`config.mk`:
```
export PLATFORM = sky130hd
export DESIGN_NAME = axi_stream_interface_flat
export DESIGN_NICKNAME = d
export VERILOG_FILES = /design/src/rtl/axi_stream_interface_pkg.sv /design/src/rtl/axi_stream_interface_if.sv /design/src/rtl/axi_stream_interface_axis_beat_fifo.sv /design/src/rtl/axi_stream_interface.sv /design/src/flat_wrapper.sv
export SDC_FILE = /design/constraint.sdc
export NUM_CORES = 1
export LEC_CHECK = 0
export ABC_AREA = 0
export BUFFER_PORTS_ARGS = -buffer_cell sky130_fd_sc_hd__buf_2
export CAP_MARGIN = 15
export CORE_ASPECT_RATIO = 1.1
export CORE_MARGIN = 2
export CORE_UTILIZATION = 59
export CTS_CLUSTER_DIAMETER = 120
export DETAILED_ROUTE_END_ITERATION = 7
export PLACE_DENSITY = 0.85
export SYNTH_ARGS = -nofsm -noshare
export SYNTH_HDL_FRONTEND = slang
export SYNTH_SLANG_ARGS = --single-unit
export TNS_END_PERCENT = 1
```
`constraint.sdc`:
```
create_clock -name s_axis_clk -period 7 [get_ports s_axis_clk]
set_clock_uncertainty 0.1 [all_clocks]
set_input_delay 1.4 -clock s_axis_clk [delete_from_list [all_inputs] [get_ports s_axis_clk]]
set_output_delay 1.4 -clock s_axis_clk [all_outputs]
set_load 0.02 [all_outputs]
```
`src/rtl/axi_stream_interface_pkg.sv`:
```
// ---------------------------------------------------------------------------
// axi_stream_pkg
// Shared definitions for the AXI-Stream buffering slice:
//   AXIS_DATA_WIDTH : default payload width of a stream beat
//   axis_beat_t     : one stored beat, {last, data}
//   ptr_width()     : ceil(log2(depth)), width of a FIFO pointer
// ---------------------------------------------------------------------------
package axi_stream_pkg;

    localparam int AXIS_DATA_WIDTH = 32;

    typedef struct packed {
        logic                       last;
        logic [AXIS_DATA_WIDTH-1:0] data;
    } axis_beat_t;

    // Smallest w with 2**w >= depth; never below 1 so a pointer always exists.
    function automatic int ptr_width(input int depth);
        int w;
        int one;
        w   = 1;
        one = 1;
        for (int i = 1; i < 31; i++) begin
            if ((one << i) < depth) begin
                w = i + 1;
            end else begin
                w = w;
            end
        end
        return w;
    endfunction

endpackage

```
`src/rtl/axi_stream_interface_if.sv`:
```
// ---------------------------------------------------------------------------
// AXI_STREAM_BUS
// One AXI-Stream link. The master drives valid/last/data, the slave drives
// ready. A beat moves on every clock edge where valid and ready are both 1.
// ---------------------------------------------------------------------------
interface AXI_STREAM_BUS
    import axi_stream_pkg::*;
#(
    parameter int DATA_WIDTH = AXIS_DATA_WIDTH
);
    logic                  valid;
    logic                  last;
    logic [DATA_WIDTH-1:0] data;
    logic                  ready;

    modport master (output valid, output last, output data, input ready);
    modport slave  (input valid, input last, input data, output ready);
endinterface

```
`src/rtl/axi_stream_interface_axis_beat_fifo.sv`:
```
// ---------------------------------------------------------------------------
// axis_beat_fifo
// DEPTH-entry synchronous FIFO of beat_t records with registered flags.
//   clk, rst    : clock, asynchronous active-high reset
//   push_i      : write wr_beat_i (ignored when full)
//   pop_i       : drop the head entry (ignored when empty)
//   rd_beat_o   : head entry, straight from storage
//   full_o      : count == DEPTH (registered)
//   empty_o     : count == 0     (registered)
// Storage is reset as well, so the head reads as all-zero after reset.
// ---------------------------------------------------------------------------
module axis_beat_fifo
    import axi_stream_pkg::*;
#(
    parameter int  DEPTH  = 4,
    parameter type beat_t = axis_beat_t
) (
    input  logic  clk,
    input  logic  rst,
    input  logic  push_i,
    input  beat_t wr_beat_i,
    input  logic  pop_i,
    output beat_t rd_beat_o,
    output logic  full_o,
    output logic  empty_o
);
    localparam int              PW      = ptr_width(DEPTH);
    localparam int              CW      = PW + 1;
    localparam logic [CW-1:0]   DEPTH_C = CW'(DEPTH);
    localparam logic [PW-1:0]   PTR_ONE = PW'(1'b1);
    localparam logic [CW-1:0]   CNT_ONE = CW'(1'b1);

    beat_t           mem_q [DEPTH];
    beat_t           mem_d [DEPTH];
    logic [PW-1:0]   wr_ptr_q, wr_ptr_d;
    logic [PW-1:0]   rd_ptr_q, rd_ptr_d;
    logic [CW-1:0]   count_q, count_d;
    logic            full_q, full_d;
    logic            empty_q, empty_d;
    logic            push_s, pop_s;

    // Next-state for storage, pointers, occupancy and flags.
    always_comb begin
        push_s   = push_i & ~full_q;
        pop_s    = pop_i & ~empty_q;
        mem_d    = mem_q;
        wr_ptr_d = wr_ptr_q;
        rd_ptr_d = rd_ptr_q;
        count_d  = count_q;
        if (push_s) begin
            mem_d[wr_ptr_q] = wr_beat_i;
            // Power-of-two depth: pointer wraps by natural overflow.
            wr_ptr_d        = wr_ptr_q + PTR_ONE;
        end else begin
            wr_ptr_d = wr_ptr_q;
        end
        if (pop_s) begin
            rd_ptr_d = rd_ptr_q + PTR_ONE;
        end else begin
            rd_ptr_d = rd_ptr_q;
        end
        case ({push_s, pop_s})
            2'b10:   count_d = count_q + CNT_ONE;
            2'b01:   count_d = count_q - CNT_ONE;
            default: count_d = count_q;
        endcase
        full_d  = (count_d == DEPTH_C);
        empty_d = (count_d == {CW{1'b0}});
    end

    // State registers; reset empties the FIFO and clears storage.
    always_ff @(posedge clk or posedge rst) begin
        if (rst) begin
            for (int i = 0; i < DEPTH; i++) begin
                mem_q[i] <= '0;
            end
            wr_ptr_q <= {PW{1'b0}};
            rd_ptr_q <= {PW{1'b0}};
            count_q  <= {CW{1'b0}};
            full_q   <= 1'b0;
            empty_q  <= 1'b1;
        end else begin
            mem_q    <= mem_d;
            wr_ptr_q <= wr_ptr_d;
            rd_ptr_q <= rd_ptr_d;
            count_q  <= count_d;
            full_q   <= full_d;
            empty_q  <= empty_d;
        end
    end

    assign rd_beat_o = mem_q[rd_ptr_q];
    assign full_o    = full_q;
    assign empty_o   = empty_q;

endmodule

```
`src/rtl/axi_stream_interface.sv`:
```
// ---------------------------------------------------------------------------
// axi_stream_interface
// Elastic AXI-Stream slice holding up to DEPTH beats.
//   s_axis_clk    : clock
//   s_axis_resetn : asynchronous reset, active HIGH despite the name
//   m_axis        : upstream stream in  (slave modport, we drive ready)
//   s_axis        : downstream stream out (master modport, we drive valid)
// ready and valid come only from registered state, so there is no
// combinational path from m_axis.valid or s_axis.ready to either.
// ---------------------------------------------------------------------------
module axi_stream_interface
    import axi_stream_pkg::*;
#(
    parameter int DATA_WIDTH = AXIS_DATA_WIDTH,
    parameter int DEPTH      = 4
) (
    input logic            s_axis_clk,
    input logic            s_axis_resetn,
    AXI_STREAM_BUS.slave   m_axis,
    AXI_STREAM_BUS.master  s_axis
);
    typedef struct packed {
        logic                  last;
        logic [DATA_WIDTH-1:0] data;
    } beat_t;

    beat_t wr_beat_s;
    beat_t rd_beat_s;
    logic  full_s;
    logic  empty_s;
    logic  push_s;
    logic  pop_s;
    logic  in_ready_s;
    logic  run_q, run_d;

    // run_q is 0 during reset and rises on the first edge after release,
    // holding m_axis.ready low while in reset.
    always_comb begin
        run_d = 1'b1;
    end

    // Run flag register.
    always_ff @(posedge s_axis_clk or posedge s_axis_resetn) begin
        if (s_axis_resetn) begin
            run_q <= 1'b0;
        end else begin
            run_q <= run_d;
        end
    end

    assign in_ready_s      = run_q & ~full_s;
    assign push_s          = m_axis.valid & in_ready_s;
    assign pop_s           = s_axis.ready & ~empty_s;
    assign wr_beat_s.last  = m_axis.last;
    assign wr_beat_s.data  = m_axis.data;

    assign m_axis.ready    = in_ready_s;
    assign s_axis.valid    = ~empty_s;
    assign s_axis.last     = rd_beat_s.last;
    assign s_axis.data     = rd_beat_s.data;

    axis_beat_fifo #(
        .DEPTH  (DEPTH),
        .beat_t (beat_t)
    ) u_fifo (
        .clk       (s_axis_clk),
        .rst       (s_axis_resetn),
        .push_i    (push_s),
        .wr_beat_i (wr_beat_s),
        .pop_i     (pop_s),
        .rd_beat_o (rd_beat_s),
        .full_o    (full_s),
        .empty_o   (empty_s)
    );

endmodule

```
`src/flat_wrapper.sv`:
```
// flat-port wrapper written by rule: the top's interface ports become plain ports
module axi_stream_interface_flat import axi_stream_pkg::*;
#(
    parameter int DATA_WIDTH = AXIS_DATA_WIDTH,
    parameter int DEPTH      = 4
)
  (s_axis_clk, s_axis_resetn, m_axis_valid, m_axis_last, m_axis_data, m_axis_ready, s_axis_valid, s_axis_last, s_axis_data, s_axis_ready);
  AXI_STREAM_BUS #(.DATA_WIDTH(DATA_WIDTH)) m_axis_i ();
  AXI_STREAM_BUS #(.DATA_WIDTH(DATA_WIDTH)) s_axis_i ();
  input logic s_axis_clk;
  input logic s_axis_resetn;
  input wire logic [$bits(m_axis_i.valid)-1:0] m_axis_valid;
  input wire logic [$bits(m_axis_i.last)-1:0] m_axis_last;
  input wire logic [$bits(m_axis_i.data)-1:0] m_axis_data;
  output wire logic [$bits(m_axis_i.ready)-1:0] m_axis_ready;
  output wire logic [$bits(s_axis_i.valid)-1:0] s_axis_valid;
  output wire logic [$bits(s_axis_i.last)-1:0] s_axis_last;
  output wire logic [$bits(s_axis_i.data)-1:0] s_axis_data;
  input wire logic [$bits(s_axis_i.ready)-1:0] s_axis_ready;
  assign m_axis_i.valid = m_axis_valid;
  assign m_axis_i.last = m_axis_last;
  assign m_axis_i.data = m_axis_data;
  assign m_axis_ready = m_axis_i.ready;
  assign s_axis_valid = s_axis_i.valid;
  assign s_axis_last = s_axis_i.last;
  assign s_axis_data = s_axis_i.data;
  assign s_axis_i.ready = s_axis_ready;
  axi_stream_interface #(.DATA_WIDTH(DATA_WIDTH), .DEPTH(DEPTH)) u_core (.s_axis_clk(s_axis_clk), .s_axis_resetn(s_axis_resetn), .m_axis(m_axis_i), .s_axis(s_axis_i));
endmodule
```
==> flow_metrics.tcl <==
set metrics [dict create \
    drive_above_1_share 0.608 \
    synth_cells 369 \
    synth-seq-area-share 0.528 \
    drtAntennaViolNets 0 \
    endpoint_kind "output port" \
    netlist_area_sq_um 6730 \
    p_sw_mw 1.31 \
    cap_violations 0 \
    gp_congestion 0.757 \
    wl_um 12300 \
    drcViolationCount 0 \
    post-cts-setup-buffers 0 \
    crit_end "s_axis_data[24]" \
    final_common_cell "dfrtp_1" \
    yosys.area_share.simple 0.0182 \
    ff_latch_area_sq_um 3560 \
    crit_path_top_delay_cell "mux4_2" \
    timing.rr.end "u_core.u_fifo.full_o" \
    die_area_sq_um 12300 \
    max_stage_delay_ns 0.62 \
    grt.overflow.total 0 \
    path_class "reg2out" \
    pwr-share-comb 0.401 \
    critical_path.cell_chain "buf_4 > mux4_2 > buf_2" \
    synth_top_family_by_area "multiplexers" \
    cts_root_buf "clkbuf_16" \
    ys.warnings.count 0 \
    drv_slew 0 \
    syn_to_final_growth_pct 13.9 \
    grt_pass1_wl_um 20300 \
    cp-startpoint "u_core.u_fifo.rd_ptr_q[0]" \
    p_leak_nw 3.73 \
    detailed_place_hpwl_um 7020 \
    crit_family "buffers and inverters" \
    vias_per_cell 5.65 \
    period_share 0.519 \
    finalSetupViolCount 0 \
    portBuffers 71 \
    cts_buffer_depth 2 \
    wl_per_cell_um 20.6 \
    cp_num_cells 3 \
    num-fill-cells 728 \
    insertion_delay_ns 0.42 \
    ys_ff_latch 142 \
    die_y_um 116 \
    multi_input_area_sq_um 2870 \
    critPathArrivalTime_ns 2.14 \
    worst-slew-pin-transition_ns 1.06 \
    grt_setup_unrepaired "no" \
    met2_wirelength_um 6230 \
    core-area_sq_um 11000 \
    worst_setup_path_start_kind "flop" \
    rrSetupSlack_ns 4.32 \
    status "completed" \
    clkTransAtPathRegs_ns 0.06 \
    rr_startpoint "u_core.u_fifo.full_o" \
    drt_first_pass_iters 4 \
    final_hold_viol_count 0 \
    fin_setup_tns_ns 0 \
    holdBufCountCts 0 \
    fin_crit_ns 3.64 \
    p_int_mw 2.84 \
    grt_pass1_vias 3828 \
    synth_nets 412 \
    dp.cells 568 \
    path_buf_inv 2 \
    cts_made_buffers 17 \
    min_path_type "reg2reg" \
    timing.fmax_mhz 275 \
    rr_worst_depth 8 \
    htree_num_levels 4 \
    fin_nets 483 \
    start_util 0.611 \
    synthMuxAreaShare 0.383 \
    clkPwrFrac 0.238 \
    grt_use_total 0.222 \
    fin_ws_ns 3.36 \
    max-vdd-ir-drop_uv 226 \
    relSlewSlack 0.289 \
    p_seq_frac 0.361 \
    wl_met1_um 5400 \
    power.density_nw_per_um2 541 \
    crit_required_ns 5.50 \
    cts_tree "done" \
    io_pins 72 \
    fp.dieW_um 106 \
    antenna_cells 0 \
    grt_max_degree 76 \
    synth_adder_area_share 0.0123 \
    wl_met3_um 519 \
    layout_common_cells "dfrtp_1 (139), mux2_4 (90), buf_2 (71)" \
    synth_compound_area_frac 0.00353 \
    stdcell_count 599 \
    post_synth_xor_area_fraction 0.00911 \
    antenna_found_initial 0 \
    cts.sinks 142 \
    cts_resized 0 \
    holdWs_ns 0.388 \
    drtIter0Drc 140 \
    p_sw_frac 0.316 \
    core.rowCount 40 \
    worstPathMaxFanout 35 \
    place_ws_ns 3.22 \
    highest_layer "met4" \
    vias 3383 \
    avgSynthCellArea_sq_um 18.2 \
    ys_types 27 \
]
[cells by family after synthesis]
logic type | Yosys count
adder cells (fa/ha/maj) | 6
AO/OA/AOI/OAI | 4
other | 1
XOR/XNOR | 7
AND/OR/NAND/NOR | 13
flip-flops | 142
buffers and inverters | 30
multiplexers | 166
[registers in the layout (all words and copies together), names as in the netlist]
register / count
u_core.u_fifo.count_q: 3
u_core.u_fifo.rd_ptr_q: 2
u_core.u_fifo.empty_o: 1
u_core.run_q: 1
u_core.u_fifo.mem_q: 132
u_core.u_fifo.wr_ptr_q: 2
u_core.u_fifo.full_o: 1
[worst register-to-register path: stages, from the launching register on]
cell and delay [ns]:
dfrtp_1 0.38, and3b_1 0.68, inv_1 0.10, ha_1 0.27, inv_1 0.09, fa_1 0.44, and3b_1 0.22, a32oi_1 0.18
o21ai_0 0.10
[worst min path at each step]
stage	slack, ns	to	start	cells past startpoint
finish	0.39	u_core.u_fifo.empty_o	u_core.u_fifo.count_q[2]	1
global route	0.41	u_core.u_fifo.mem_q[3]	u_core.u_fifo.mem_q[3]	1
CTS	0.39	u_core.u_fifo.empty_o	u_core.u_fifo.count_q[2]	1
floorplan	0.33	u_core.u_fifo.empty_o	u_core.u_fifo.count_q[2]	1
global placement	0.34	u_core.u_fifo.empty_o	u_core.u_fifo.count_q[2]	1
detailed placement	0.39	u_core.u_fifo.mem_q[4]	u_core.u_fifo.mem_q[4]	1
[power by group through the flow]
stage / Sequential [mW] / Clock (mW) / Combinational [mW]
final: 1.50 / 0.986 / 1.66
after global routing: 1.55 / 1.04 / 1.78
after CTS: 1.50 / 1.00 / 1.69
after detailed placement: 1.50 / 0 / 1.67
after global placement: 1.46 / 0 / 1.63
after floorplan: 1.37 / 0 / 1.42
[per-layer routing]
layer | vias up | global-route usage
li1 | 1494 | -
met1 | 1793 | 0.297
met2 | 81 | 0.351
met3 | 15 | 0.0512
met4 | 0 | 0.103
met5 | - | 0
[Yosys cell counts]
library cell    n  area share
mux2i_1         1      0.0015
and3b_1         2      0.0026
nand3_1         2      0.0015
buf_4           3      0.0033
buf_1           1     0.00056
nor2b_1         1     0.00093
a32oi_1         1      0.0013
fa_1            1      0.0030
nor2_1          1     0.00056
mux2_2         42       0.070
ha_1            5      0.0093
buf_12          9       0.027
dfstp_2         1      0.0039
nand3_2         1      0.0015
o21ai_0         3      0.0022
dfrtp_1       141        0.52
inv_1           9      0.0050
nand2_8         3      0.0089
buf_2           4      0.0030
buf_6           4      0.0067
and2b_1         1      0.0011
xnor2_1         5      0.0065
nand2_1         2      0.0011
conb_1          1     0.00056
mux4_2         33        0.11
xor2_1          2      0.0026
mux2_4         90        0.20
[area by class of cell]
cell class              instances  share of cell area
clock buffers                  21              0.0601
clock inverters                10              0.0242
inverters                       9             0.00506
multi-input cells             197               0.375
flip-flops and latches        142               0.464
well taps                     147              0.0240
repair buffers                 73              0.0483
[metrics by stage]
| stage | power, mW | utilization | cell area [sq um] |
|---|---|---|---|
| finish | 4.15 | 0.696 | 7670 |
| global route | 4.37 | 0.696 | 7670 |
| CTS | 4.19 | 0.696 | 7670 |
| detailed placement | 3.17 | 0.638 | 7020 |
| global placement | 3.09 | 0.638 | 7020 |
| floorplan | 2.79 | - | 6730 |
No activity file was read; power rests on OpenSTA's default activity.
